**src/rtl/run_before_seq_enc_pkg.sv**
```systemverilog
// Shared types and constants for the CAVLC run_before encoder.
//   rb_state_e   : encoder sequencing states
//   MAX_CODE_LEN : longest run_before codeword (run_before=14 in escape range)
//   LEN_W        : width of a codeword length
//   ZL_ESCAPE    : zeros_left value from which the escape table applies
package cavlc_rb_pkg;

  typedef enum logic [1:0] {
    IDLE,
    LOOKUP,
    SHIFT,
    DONE
  } rb_state_e;

  localparam int unsigned MAX_CODE_LEN = 11;
  localparam int unsigned LEN_W        = 4;
  localparam int unsigned ZL_ESCAPE    = 7;

endpackage

```
**src/rtl/run_before_seq_enc_if.sv**
```systemverilog
// One-bit valid/ready code stream toward the bitstream FIFO.
//   out_valid : out_bit carries a code bit
//   out_bit   : current code bit, MSB-first
//   out_ready : sink accepts the bit this cycle
interface run_before_seq_enc_if;
  logic out_valid;
  logic out_bit;
  logic out_ready;

  modport master (output out_valid, output out_bit, input out_ready);
  modport slave  (input out_valid, input out_bit, output out_ready);
endinterface

```
**src/rtl/run_before_seq_enc_lut.sv**
```systemverilog
// Combinational run_before codeword table (also usable by the chroma DC path).
//   zl      : zeros_left, already capped at 7 (7 means "more than 6")
//   rb      : run_before value
//   code    : codeword, right-aligned
//   len     : codeword length in bits
//   illegal : no codeword exists for this (zl, rb) pair
module run_before_lut
  import cavlc_rb_pkg::*;
#(
  parameter int unsigned RB_W = 4
) (
  input  logic [2:0]              zl,
  input  logic [RB_W-1:0]         rb,
  output logic [MAX_CODE_LEN-1:0] code,
  output logic [LEN_W-1:0]        len,
  output logic                    illegal
);

  always_comb begin
    code    = '0;
    len     = '0;
    illegal = (zl == 3'd0) || (rb > RB_W'(14)) ||
              ((zl < 3'(ZL_ESCAPE)) && (rb > RB_W'(zl)));
    unique case (zl)
      3'd1: begin
        code = MAX_CODE_LEN'(~rb[0]);
        len  = LEN_W'(1);
      end
      3'd2: begin
        code = MAX_CODE_LEN'(rb[1:0] <= 2'd1);
        len  = (rb == '0) ? LEN_W'(1) : LEN_W'(2);
      end
      3'd3: begin
        code = MAX_CODE_LEN'(~rb[1:0]);
        len  = LEN_W'(2);
      end
      3'd4: begin
        code = (rb <= RB_W'(2)) ? MAX_CODE_LEN'(~rb[1:0]) : MAX_CODE_LEN'(rb == RB_W'(3));
        len  = (rb <= RB_W'(2)) ? LEN_W'(2) : LEN_W'(3);
      end
      3'd5: begin
        code = (rb <= RB_W'(1)) ? MAX_CODE_LEN'(~rb[1:0]) : MAX_CODE_LEN'(3'd5 - rb[2:0]);
        len  = (rb <= RB_W'(1)) ? LEN_W'(2) : LEN_W'(3);
      end
      3'd6: begin
        len = LEN_W'(3);
        unique case (rb[2:0])
          3'd0:    begin code = MAX_CODE_LEN'(3'b11); len = LEN_W'(2); end
          3'd1:    code = MAX_CODE_LEN'(3'b000);
          3'd2:    code = MAX_CODE_LEN'(3'b001);
          3'd3:    code = MAX_CODE_LEN'(3'b011);
          3'd4:    code = MAX_CODE_LEN'(3'b010);
          3'd5:    code = MAX_CODE_LEN'(3'b101);
          default: code = MAX_CODE_LEN'(3'b100);
        endcase
      end
      3'd7: begin
        // rb>=7: (rb-4) zeros then a one, i.e. value 1 in (rb-3) bits
        if (rb < RB_W'(7)) begin
          code = MAX_CODE_LEN'(~rb[2:0]);
          len  = LEN_W'(3);
        end else begin
          code = MAX_CODE_LEN'(1);
          len  = LEN_W'(rb - RB_W'(3));
        end
      end
      default: ;
    endcase
  end

endmodule

```
**src/rtl/run_before_seq_enc.sv**
```systemverilog
// Block-level CAVLC run_before encoder: walks run_before values of one block,
// tracks zeros_left and streams each codeword MSB-first with backpressure.
//   clk, rst     : clock, asynchronous active-low reset
//   start        : block request, honoured only when idle
//   total_coeff  : nonzero coefficients in block
//   total_zeros  : zeros before the last nonzero coefficient
//   runs_flat    : run_before[i] at [i*RB_W +: RB_W]
//   bs           : code bit stream (valid/bit/ready)
//   busy         : block in progress
//   finish, err  : block-done pulse, with err when a run exceeds zeros_left
//   bit_count    : bits emitted for the block (saturating), held until next start
module run_before_seq_enc
  import cavlc_rb_pkg::*;
#(
  parameter int unsigned MAX_COEFF = 16,
  parameter int unsigned RB_W      = 4,
  parameter int unsigned IDX_W     = 4
) (
  input  logic                      clk,
  input  logic                      rst,
  input  logic                      start,
  input  logic [IDX_W:0]            total_coeff,
  input  logic [RB_W-1:0]           total_zeros,
  input  logic [MAX_COEFF*RB_W-1:0] runs_flat,
  run_before_seq_enc_if.master      bs,
  output logic                      busy,
  output logic                      finish,
  output logic                      err,
  output logic [7:0]                bit_count
);

  rb_state_e                 state_q;
  logic [IDX_W:0]            tc_q;
  logic [MAX_COEFF*RB_W-1:0] runs_q;
  logic [RB_W-1:0]           zl_q;
  logic [IDX_W-1:0]          idx_q;
  logic [MAX_CODE_LEN-1:0]   sh_q;
  logic [LEN_W-1:0]          rem_q;
  logic                      flag_q;
  logic                      valid_q;
  logic                      busy_q;
  logic                      finish_q;
  logic                      err_q;
  logic [7:0]                cnt_q;

  logic [RB_W-1:0]         cur_rb;
  logic [2:0]              zl_cap;
  logic [MAX_CODE_LEN-1:0] lut_code;
  logic [LEN_W-1:0]        lut_len;
  logic                    lut_illegal;
  logic                    rb_bad;
  logic [RB_W-1:0]         zl_next;
  logic [IDX_W:0]          idx_inc;
  logic                    last_code;

  assign cur_rb    = runs_q[idx_q*RB_W +: RB_W];
  assign zl_cap    = (zl_q >= RB_W'(ZL_ESCAPE)) ? 3'(ZL_ESCAPE) : zl_q[2:0];
  assign rb_bad    = (cur_rb > zl_q) || lut_illegal;
  assign zl_next   = zl_q - cur_rb;
  assign idx_inc   = {1'b0, idx_q} + (IDX_W+1)'(1);
  // The last coefficient never carries a run_before code.
  assign last_code = (idx_inc == tc_q - (IDX_W+1)'(1));

  run_before_lut #(.RB_W(RB_W)) u_lut (
    .zl      (zl_cap),
    .rb      (cur_rb),
    .code    (lut_code),
    .len     (lut_len),
    .illegal (lut_illegal)
  );

  assign bs.out_valid = valid_q;
  assign bs.out_bit   = sh_q[MAX_CODE_LEN-1];
  assign busy         = busy_q;
  assign finish       = finish_q;
  assign err          = err_q;
  assign bit_count    = cnt_q;

  always_ff @(posedge clk or negedge rst) begin
    if (!rst) begin
      state_q  <= IDLE;
      tc_q     <= '0;
      runs_q   <= '0;
      zl_q     <= '0;
      idx_q    <= '0;
      sh_q     <= '0;
      rem_q    <= '0;
      flag_q   <= 1'b0;
      valid_q  <= 1'b0;
      busy_q   <= 1'b0;
      finish_q <= 1'b0;
      err_q    <= 1'b0;
      cnt_q    <= '0;
    end else begin
      finish_q <= 1'b0;
      err_q    <= 1'b0;
      unique case (state_q)
        IDLE: begin
          if (start) begin
            tc_q    <= total_coeff;
            runs_q  <= runs_flat;
            zl_q    <= total_zeros;
            idx_q   <= '0;
            cnt_q   <= '0;
            flag_q  <= 1'b0;
            busy_q  <= 1'b1;
            state_q <= ((total_coeff <= (IDX_W+1)'(1)) || (total_zeros == '0)) ? DONE : LOOKUP;
          end
        end
        LOOKUP: begin
          if (rb_bad) begin
            flag_q  <= 1'b1;
            state_q <= DONE;
          end else begin
            // Left-align so the MSB of the remaining bits is always sh_q's top bit.
            sh_q    <= lut_code << (MAX_CODE_LEN - lut_len);
            rem_q   <= lut_len;
            valid_q <= 1'b1;
            state_q <= SHIFT;
          end
        end
        SHIFT: begin
          if (valid_q && bs.out_ready) begin
            sh_q  <= sh_q << 1;
            rem_q <= rem_q - LEN_W'(1);
            cnt_q <= (cnt_q == 8'hFF) ? cnt_q : cnt_q + 8'd1;
            if (rem_q == LEN_W'(1)) begin
              valid_q <= 1'b0;
              zl_q    <= zl_next;
              idx_q   <= idx_q + IDX_W'(1);
              state_q <= (last_code || (zl_next == '0)) ? DONE : LOOKUP;
            end
          end
        end
        DONE: begin
          finish_q <= 1'b1;
          err_q    <= flag_q;
          busy_q   <= 1'b0;
          state_q  <= IDLE;
        end
        default: state_q <= IDLE;
      endcase
    end
  end

endmodule

```
**src/flat_wrapper.sv**
```systemverilog
// flat-port wrapper written by rule: the top's interface ports become plain ports
module run_before_seq_enc_flat import cavlc_rb_pkg::*;
#(
  parameter int unsigned MAX_COEFF = 16,
  parameter int unsigned RB_W      = 4,
  parameter int unsigned IDX_W     = 4
)
  (clk, rst, start, total_coeff, total_zeros, runs_flat, busy, finish, err, bit_count, bs_out_valid, bs_out_bit, bs_out_ready);
  run_before_seq_enc_if bs_i ();
  input  logic clk;
  input  logic rst;
  input  logic start;
  input  logic [IDX_W:0] total_coeff;
  input  logic [RB_W-1:0] total_zeros;
  input  logic [MAX_COEFF*RB_W-1:0] runs_flat;
  output logic busy;
  output logic finish;
  output logic err;
  output logic [7:0] bit_count;
  output wire logic [$bits(bs_i.out_valid)-1:0] bs_out_valid;
  output wire logic [$bits(bs_i.out_bit)-1:0] bs_out_bit;
  input wire logic [$bits(bs_i.out_ready)-1:0] bs_out_ready;
  assign bs_out_valid = bs_i.out_valid;
  assign bs_out_bit = bs_i.out_bit;
  assign bs_i.out_ready = bs_out_ready;
  run_before_seq_enc #(.MAX_COEFF(MAX_COEFF), .RB_W(RB_W), .IDX_W(IDX_W)) u_core (.clk(clk), .rst(rst), .start(start), .total_coeff(total_coeff), .total_zeros(total_zeros), .runs_flat(runs_flat), .bs(bs_i), .busy(busy), .finish(finish), .err(err), .bit_count(bit_count));
endmodule
```
**config.mk**
```make
export PLATFORM = sky130hd
export DESIGN_NAME = run_before_seq_enc_flat
export DESIGN_NICKNAME = d
export VERILOG_FILES = /design/src/rtl/run_before_seq_enc_pkg.sv /design/src/rtl/run_before_seq_enc_if.sv /design/src/rtl/run_before_seq_enc_lut.sv /design/src/rtl/run_before_seq_enc.sv /design/src/flat_wrapper.sv
export SDC_FILE = /design/constraint.sdc
export NUM_CORES = 1
export LEC_CHECK = 0
export CORE_ASPECT_RATIO = 0.9
export CORE_UTILIZATION = 59
export DETAILED_ROUTE_END_ITERATION = 8
export PLACE_DENSITY = 0.86
export SLEW_MARGIN = 25
export SYNTH_ARGS = -nofsm -noshare
export SYNTH_HDL_FRONTEND = slang
export SYNTH_SLANG_ARGS = --single-unit
```
**constraint.sdc**
```tcl
create_clock -name clk -period 7.1 [get_ports clk]
set_input_delay 1.065 -clock clk [delete_from_list [all_inputs] [get_ports clk]]
set_output_delay 1.065 -clock clk [all_outputs]
set_load 0.03 [all_outputs]
```
==> flow_metrics.tcl, run 1 <==
set metrics [dict create \
    status "completed" \
    insertion_delay_ns 0.35 \
    core_area_um2 9830 \
    synth_edf_count 0 \
    ctsHoldBuffers 0 \
    hp-class "reg -> reg" \
    n_antenna_cell 0 \
    cts_htree_levels 3 \
    p_leak_nw 2.99 \
    first_global_vias 5001 \
    cap_violations 0 \
    drtIter0Drc 248 \
    cp.depth 15 \
    ys_async_sr_fraction 1.00 \
    die_area_um2 10600 \
    max_freq_ghz 0.204 \
    syn-num-nets 667 \
    drive_gt1_frac 0.167 \
    r2r_end "u_core.sh_q[9]" \
    postRouteAntennaNets 0 \
    cts_tree "yes" \
    gpl.final_weighted_congestion 0.911 \
    endpoint_kind "flip-flop" \
    critPathTopFamily "compound AO/OA/AOI/OAI gates" \
    clk_pin_slew_worst_paths_ns 0.07 \
    ys.flop_type "dfrtp_1" \
    drt-pass1-iter-count 5 \
    worstPathRequired_ns 7.38 \
    finalHoldViolCount 0 \
    cp-endpoint "u_core.sh_q[9]" \
    synth.avg_cell_area_um2 10.6 \
    start_kind "flip-flop" \
    post_cts_buffers 0 \
    antenna_found_initial 0 \
    vias 4766 \
    period_share 0.689 \
    avgRoutedWirePerCell_um 18.4 \
    ios 90 \
    crit_top_cell "nand2_1" \
    portBuffers 89 \
    fin_crit_ns 4.89 \
    crit_fanout 22 \
    p_per_area_nw_per_um2 508 \
    grt_max_degree 80 \
    path_cells "buf_4 -> mux2i_1 -> a22oi_1 -> nand3_1 -> nand2_1 -> inv_1 -> ha_1 -> nand2_1 -> a21oi_1 -> a31oi_1 -> a21oi_4 -> o211ai_1 -> mux2_4 -> or4_4 -> a41oi_2" \
    dp_slack_ns 2.34 \
    wl_um 14200 \
    reg2regPathDepth 15 \
    yosysWarnings 0 \
    area_delta_synth_final_pct 20.3 \
    critPathBufInv 2 \
    r2r_start "u_core.idx_q[2]" \
    dpl.hpwl_um 10300 \
    nNetsFinal 742 \
    synth.distinct_cells 62 \
    rrSetupSlack_ns 2.21 \
    finalClockSkew_ns 0.00437 \
    cp_slowest_cell "o211ai_1" \
    grt_pass1_wl_um 23900 \
    cts.path.max_buffers 2 \
    relSlewSlack 0.379 \
    ir_drop_mv 0.328 \
    netlist_instances 568 \
    cts_resized 0 \
    post-route-drc-count 0 \
    cts_num_sinks 107 \
    grt-ovfl-total 0 \
    hold_ws_ns 0.502 \
    synth_seq_cells 107 \
    layout_common_cells "dfrtp_1, clkdlybuf4s50_1, mux2_2, nand2_1, o21ai_0" \
    setup_tns_ns 0 \
    num-fill-cells 698 \
    drv_slew 0 \
    layout_setup_ws_ns 2.21 \
    std_cell_rows 34 \
    total_power_w 0.00369 \
    slowest_delay_ns 0.72 \
    multi_input_area_um2 3120 \
    cts_root_buf "clkbuf_16" \
    crit_start "u_core.idx_q[2]" \
    rsz0062_at_grt "false" \
    die_x_um 109 \
    initial_core_util 0.615 \
    finalSetupViolations 0 \
    register_area_um2 2680 \
    critPathArrivalTime_ns 5.17 \
    worst_pin_slew_ns 0.931 \
    vias_per_cell 6.16 \
    cts_buffers 9 \
    die_height_um 98.0 \
    crit_type "reg -> reg" \
    layout_commonest_cell "dfrtp_1" \
    ys_seq_area_frac 0.443 \
    syn_area_um2 6040 \
    track_usage 0.289 \
]
## Yosys cell counts (2+ instances only)
cell / instances / area [um2]
dfrtp_1: 107 / 2680
o211ai_1: 5 / 37.5
buf_6: 6 / 67.6
a21o_1: 4 / 30.0
a311oi_1: 2 / 17.5
o21bai_1: 2 / 15.0
nor3b_1: 5 / 37.5
ha_1: 21 / 263
nor2b_1: 3 / 18.8
nand2_1: 43 / 161
o22ai_1: 2 / 12.5
mux2i_1: 27 / 270
mux2_2: 68 / 766
a22o_1: 2 / 17.5
a41o_1: 2 / 20.0
nand3_1: 22 / 110
nor2_1: 27 / 101
and2b_1: 3 / 22.5
inv_1: 23 / 86.3
and3_1: 5 / 31.3
or4_1: 2 / 15.0
nand3b_1: 2 / 15.0
a21oi_1: 24 / 120
o21ai_0: 35 / 175
or2_2: 2 / 12.5
o21ai_1: 2 / 10.0
nand2b_1: 3 / 18.8
xnor2_1: 7 / 61.3
mux4_2: 2 / 45.0
a31oi_1: 7 / 43.8
a41oi_1: 2 / 17.5
clkbuf_1: 25 / 93.8
xor2_1: 9 / 78.8
and4_1: 2 / 17.5
a21oi_2: 2 / 17.5
nor4_1: 3 / 18.8
a211oi_1: 3 / 22.5
a22oi_1: 15 / 113
nor3_1: 13 / 65.1
mux4_1: 2 / 52.6
nand4_1: 6 / 37.5
## metal layers
layer	routed length [um]	track usage	vias to the layer above	share of wire
met3	650	0.0481	33	0.046
met5	0	0	-	0
met1	5920	0.353	2386	0.42
li1	-	-	2207	-
met4	330	0.103	0	0.023
met2	7330	0.509	140	0.52
## layout make-up
| type | count | share of cell area |
|---|---|---|
| multi-input combinational | 407 | 0.430 |
| sequential | 107 | 0.369 |
| timing repair buffer | 95 | 0.128 |
| clock buffer | 9 | 0.0310 |
| tap | 126 | 0.0217 |
| inverter | 23 | 0.0119 |
| clock inverter | 7 | 0.00878 |
## worst min path at each step
stage,from,end,slack [ns],cells past startpoint
after floorplan,u_core.flag_q,u_core.err,0.46,2
after global placement,u_core.busy,u_core.busy,0.46,1
after detailed placement,u_core.busy,u_core.busy,0.49,1
after CTS,u_core.busy,u_core.busy,0.51,1
after global routing,u_core.busy,u_core.busy,0.53,1
final,u_core.busy,u_core.busy,0.50,1
## sequential cells by signal (all words and copies together) (netlist names), 2 cells and up
name,count
u_core.bit_count,8
u_core.idx_q,4
u_core.rem_q,4
u_core.runs_q,64
u_core.sh_q,11
u_core.state_q,2
u_core.tc_q,5
u_core.zl_q,4
## metrics by stage
| step | area, um2 | utilization | std cells |
|---|---|---|---|
| 3_3_place_gp | 6980 | 0.710 | 758 |
| 3_5_place_dp | 6980 | 0.710 | 758 |
| 2_1_floorplan | 6040 | - | 568 |
| 6_report | 7260 | 0.739 | 774 |
| 5_1_grt | 7260 | 0.739 | 774 |
| 4_1_cts | 7260 | 0.739 | 774 |
## power by group
part	internal, W	switching, W
registers	0.000899	0.000230
logic	0.000915	0.00116
clock network	0.000244	0.000240
## cell families after synthesis
| logic type | Yosys count | share of synthesized area |
|---|---|---|
| flip-flops | 107 | 0.443 |
| AND/OR/NAND/NOR | 148 | 0.123 |
| XOR/XNOR | 16 | 0.0232 |
| buffers and inverters | 54 | 0.0410 |
| adder cells (fa/ha/maj) | 22 | 0.0468 |
| AO/OA/AOI/OAI | 120 | 0.130 |
| multiplexers | 101 | 0.192 |
Note: power is estimated with default switching activity, not from simulation.
==> inputs of run 2 (changes only) <==
- CORE_UTILIZATION: 59 -> 50
- PLACE_DENSITY: 0.86 -> 0.78
- clock period: 7.1 -> 4.05 ns (I/O delays scaled with it)
==> run 2 against run 1 <==
Effect of this change:
- count of clock-buffer cells in the layout rose by 2
- clock power grew 76%
- sequential share of layout area fell by 1.1 points
- combinational power rose by 88%
- critical path depth decreased by 2
- global-route usage shrank 5.2 points
- wire length shrank 2.0%
- non-clock buffer count grew 17
- maximum frequency up 24%
- cell count grew 6.1%
- sequential power rose by 73%
==> flow_metrics.tcl, run 2 (synthesis results as in run 1) <==
set metrics [dict create \
    core_area_um2 11600 \
    grt_pass1_wl_um 23600 \
    largest_reg_flops 64 \
    total_power_w 0.00671 \
    cts_tree "yes" \
    largest_register "u_core.runs_q" \
    antenna_found_initial 0 \
    critPathArrivalTime_ns 4.22 \
    dpl.hpwl_um 10300 \
    cts_buffers 9 \
    grt_max_degree 87 \
    die_area_um2 12500 \
    vias_per_cell 5.82 \
    area_delta_synth_final_pct 24.1 \
    vias 4775 \
    hp-class "in -> async" \
    drive_gt1_frac 0.200 \
    track_usage 0.236 \
    dpl_cell_area_um2 7150 \
    switching_share 0.431 \
    cts.path.max_buffers 2 \
    avgRoutedWirePerCell_um 17.0 \
    final_util 0.645 \
    relSlewSlack 0.376 \
    crit_type "reg -> reg" \
    layout_commonest_cell "dfrtp_1" \
    worstPathRequired_ns 4.32 \
    cap_violations 0 \
    clock_power_share 0.127 \
    die_height_um 106 \
    worst_pin_slew_ns 0.937 \
    drv_slew 0 \
    post-route-drc-count 0 \
    finalClockSkew_ns 0.00654 \
    die_x_um 118 \
    insertion_delay_ns 0.35 \
    crit_fanout 11 \
    p_per_area_nw_per_um2 895 \
    std_cell_rows 37 \
    p_int_w 0.00382 \
    drt-pass1-iter-count 5 \
    cts_num_sinks 107 \
    ctsHoldBuffers 0 \
    max_freq_ghz 0.253 \
    n_antenna_cell 0 \
    stdcell_area_um2 7500 \
    portBuffers 89 \
    layout_setup_ws_ns 0.103 \
    wl_um 14000 \
    dp_slack_ns 0.148 \
    finalHoldViolCount 0 \
    num-fill-cells 930 \
    clk_pin_slew_worst_paths_ns 0.07 \
    p_leak_nw 3.09 \
    gpl.final_weighted_congestion 0.950 \
    initial_core_util 0.520 \
    hold_ws_ns 0.292 \
    start_kind "flip-flop" \
    first_global_vias 4851 \
    ios 90 \
    endpoint_kind "flip-flop" \
    grt-ovfl-total 0 \
    nNetsFinal 759 \
    period_share 0.974 \
    pwr-share-comb 0.582 \
    fin_crit_ns 3.95 \
    finalSetupViolations 0 \
    drtIter0Drc 334 \
    ir_drop_mv 0.443 \
    status "completed" \
    layout_common_cells "dfrtp_1, clkdlybuf4s50_1, mux2_2, nand2_1, o21ai_0" \
    p_seq_frac 0.291 \
    cts_root_buf "clkbuf_16" \
    switchingPower_w 0.00289 \
    postRouteAntennaNets 0 \
    cts_htree_levels 3 \
]
==> run 2: cell count changes in the layout (fill, tap and decap cells not counted), sizes merged <==
cell,previous run,this run
clkbuf,9,11
clkinvlp,1,0
clkinv,4,2
buf,7,24
inv,25,26
==> run 2: final timing paths <==
kind / to / start / depth (start not counted) / slack [ns]
setup / recovery: u_core.sh_q[9] / u_core.idx_q[0] / 13 / 0.10
hold / removal: u_core.runs_q[61] / rst / 1 / 0.29
setup reg to reg: u_core.sh_q[9] / u_core.idx_q[0] / 13 / 0.10
hold reg to reg: u_core.busy / u_core.busy / 1 / 0.50
max in group asynchronous: u_core.runs_q[7] / rst / 2 / 2.91
min in group clk: u_core.busy / u_core.busy / 1 / 0.50
==> run 2: final cells by class <==
cell class / count / area (um2) / share of cell area
Multi-Input combinational cell: 407 / 3160 / 0.421
Sequential cell: 107 / 2680 / 0.357
Timing Repair Buffer: 112 / 1090 / 0.146
Clock buffer: 11 / 243 / 0.0324
Tap cell: 156 / 195 / 0.0260
Inverter: 23 / 86.3 / 0.0115
Clock inverter: 5 / 42.5 / 0.00568
==> run 2: power groups by stage <==
stage,combinational [W],sequential (W),clock (W)
after floorplan,0.00279,0.00186,0
after global placement,0.00373,0.00194,0
after detailed placement,0.00379,0.00196,0
after CTS,0.00382,0.00194,0.000877
after global routing,0.00430,0.00202,0.000904
final,0.00390,0.00195,0.000854
==> run 2: what timing repair did <==
action | in CTS | in global routing
resized for setup | 0 | 11
setup endpoints to repair | 0 | 13
buffers inserted | 0 | 1
==> run 2: metrics by stage <==
step | instances | TNS [ns]
floorplan | 568 | 0
global placement | 804 | 0
detailed placement | 804 | 0
CTS | 820 | 0
global route | 821 | -0.0688
finish | 821 | 0
==> run 2: worst max-delay path: stages, from the launching register on <==
cell     delay [ns]
dfrtp_2        0.41
buf_12         0.12
mux4_1         0.53
mux2i_1        0.17
mux2i_2        0.11
buf_4          0.20
ha_1           0.22
nor3_1         0.40
o21ai_0        0.23
and4_1         0.25
a211o_1        0.32
mux2_4         0.28
or4_4          0.42
a41oi_2        0.20
==> run 2: layer usage <==
metal  vias up  GRT usage  routed length (um)
met2       133      0.398                6850
met5         -          0                   0
li1       2250          -                   -
met4         0     0.0769                 262
met1      2369      0.312                6230
met3        23     0.0365                 610
==> inputs of run 3 (changes only) <==
- CORE_UTILIZATION: 50 -> 51
- CTS_BUF_LIST: unset -> sky130_fd_sc_hd__clkbuf_4
- PLACE_DENSITY: 0.78 -> 0.79
==> run 3 against run 2 <==
Effect of this change:
- combinational power about the same
- wire length up 1.5%
- total power down 5.2%
- design area down 2.0%
- global-route usage up 1.7 points
- sequential cell count unchanged
- cell count down 0.37%
- critical path type unchanged
- critical endpoint unchanged
- largest cell class unchanged
- largest power group unchanged
==> flow_metrics.tcl, run 3 (synthesis results as in run 1) <==
set metrics [dict create \
    core_area_um2 11500 \
    p_per_area_nw_per_um2 865 \
    cp_slowest_cell "mux4_1" \
    worst_pin_slew_ns 0.940 \
    grt-ovfl-total 0 \
    cts_buffers 9 \
    wl_um 14200 \
    stdcell_area_um2 7350 \
    n_antenna_cell 0 \
    relSlewSlack 0.373 \
    cap_violations 0 \
    grt_max_degree 80 \
    status "completed" \
    layout_setup_ws_ns 0.195 \
    max_freq_ghz 0.259 \
    antenna_found_initial 0 \
    area_delta_synth_final_pct 21.6 \
    period_share 0.952 \
    layout_commonest_cell "dfrtp_1" \
    hold_ws_ns 0.183 \
    insertion_delay_ns 0.51 \
    total_power_w 0.00636 \
    finalHoldViolCount 0 \
    r2r_start "u_core.idx_q[0]" \
    crit_type "reg -> reg" \
    cts_tree "yes" \
    vias_per_cell 5.73 \
    r2r_end "u_core.sh_q[9]" \
    postRouteAntennaNets 0 \
    dpl.hpwl_um 10400 \
    track_usage 0.253 \
    portBuffers 89 \
    fin_crit_ns 3.85 \
    cts_root_buf "clkbuf_4" \
    vias 4688 \
    drive_gt1_frac 0.204 \
    drt-pass1-iter-count 4 \
    die_height_um 105 \
    dp_slack_ns 0.120 \
    crit_fanout 11 \
    die_area_um2 12300 \
    critPathArrivalTime_ns 4.28 \
    dpl_cell_area_um2 7130 \
    ios 90 \
    layout_common_cells "dfrtp_1, clkdlybuf4s50_1, mux2_2, nand2_1, o21ai_0" \
    die_x_um 117 \
    avgRoutedWirePerCell_um 17.3 \
    slowest_delay_ns 0.53 \
    cts_htree_levels 3 \
    first_global_vias 4837 \
    cts_num_sinks 107 \
    path_cells "buf_12 -> mux4_1 -> mux2i_1 -> mux2i_2 -> buf_4 -> ha_1 -> a21oi_1 -> nor3_1 -> ha_2 -> or2_2 -> a211o_1 -> mux2_4 -> or4_4 -> a41oi_2" \
    clk_pin_slew_worst_paths_ns 0.16 \
    post-route-drc-count 0 \
    p_leak_nw 3.00 \
    ir_drop_mv 0.429 \
    initial_core_util 0.526 \
    finalClockSkew_ns 0.0210 \
    nNetsFinal 757 \
    grt_pass1_wl_um 23800 \
    reg2regPathDepth 14 \
    drv_slew 0 \
    worstPathRequired_ns 4.47 \
    rrSetupSlack_ns 0.20 \
    start_kind "flip-flop" \
    gpl.final_weighted_congestion 0.905 \
    finalSetupViolations 0 \
    largest_reg_flops 64 \
    largest_register "u_core.runs_q" \
    std_cell_rows 37 \
    endpoint_kind "flip-flop" \
    cts.path.max_buffers 2 \
    drtIter0Drc 229 \
    hp-class "in -> async" \
]
[run 3: cell count changes in the layout (fill, tap and decap cells not counted), sizes merged]
| cell | delta |
|---|---|
| buf | -2 |
| bufinv | +1 |
| clkbuf | -2 |
| clkinv | +2 |
| inv | -2 |
[run 3: what timing repair did]
item,4_1_cts,5_1_grt
endpoints found under the hold margin,0,0
setup buffers,0,1
resized for setup,0,15
setup endpoints to repair,0,15
hold buffers,0,0
[run 3: worst max-delay path by stage]
stage | start | to | slack (ns) | cells past startpoint
floorplan | u_core.idx_q[2] | u_core.sh_q[9] | 0.06 | 17
detailed placement | u_core.idx_q[0] | u_core.sh_q[9] | 0.12 | 15
CTS | u_core.idx_q[0] | u_core.sh_q[9] | 0.05 | 15
finish | u_core.idx_q[0] | u_core.sh_q[9] | 0.20 | 14
global route | u_core.idx_q[0] | u_core.sh_q[1] | -0.005 | 18
global placement | u_core.idx_q[0] | u_core.sh_q[9] | 0.25 | 13
[run 3: report_power, final]
group          switching, W  leakage [nW]  internal [W]
clock              0.000363        0.0730      0.000188
sequential         0.000353          1.29       0.00157
combinational       0.00210          1.64       0.00178
[run 3: area by class of cell]
| class | instances | area, um2 |
|---|---|---|
| Clock buffer | 9 | 67.6 |
| Clock inverter | 6 | 66.3 |
| Fill cell | 960 | 4130 |
| Inverter | 23 | 86.3 |
| Multi-Input combinational cell | 407 | 3180 |
| Sequential cell | 107 | 2680 |
| Tap cell | 156 | 195 |
| Timing Repair Buffer | 110 | 1070 |
[run 3: metal layers]
layer	routed length (um)	GRT usage	up-vias	share of wire
met5	0	0	-	0
met4	219	0.0687	0	0.015
met3	583	0.0541	20	0.041
met2	7150	0.426	95	0.50
met1	6210	0.327	2330	0.44
li1	-	-	2243	-
[run 3: critical path: cells and delay by family (launching register included)]
family	cells	cell delay, ns
muxes	4	1.11
and+or+nand+nor	3	0.84
AOI/OAI and AO/OA	3	0.61
buffers and inverters	2	0.31
adders and majority gates	2	0.48
DFF	1	0.42
[run 3: stage by stage]
stage | utilization | setup TNS, ns | std cells
floorplan | - | 0 | 568
global placement | 0.621 | 0 | 802
detailed placement | 0.621 | 0 | 802
CTS | 0.633 | 0 | 817
global route | 0.640 | -0.00506 | 818
finish | 0.640 | 0 | 818
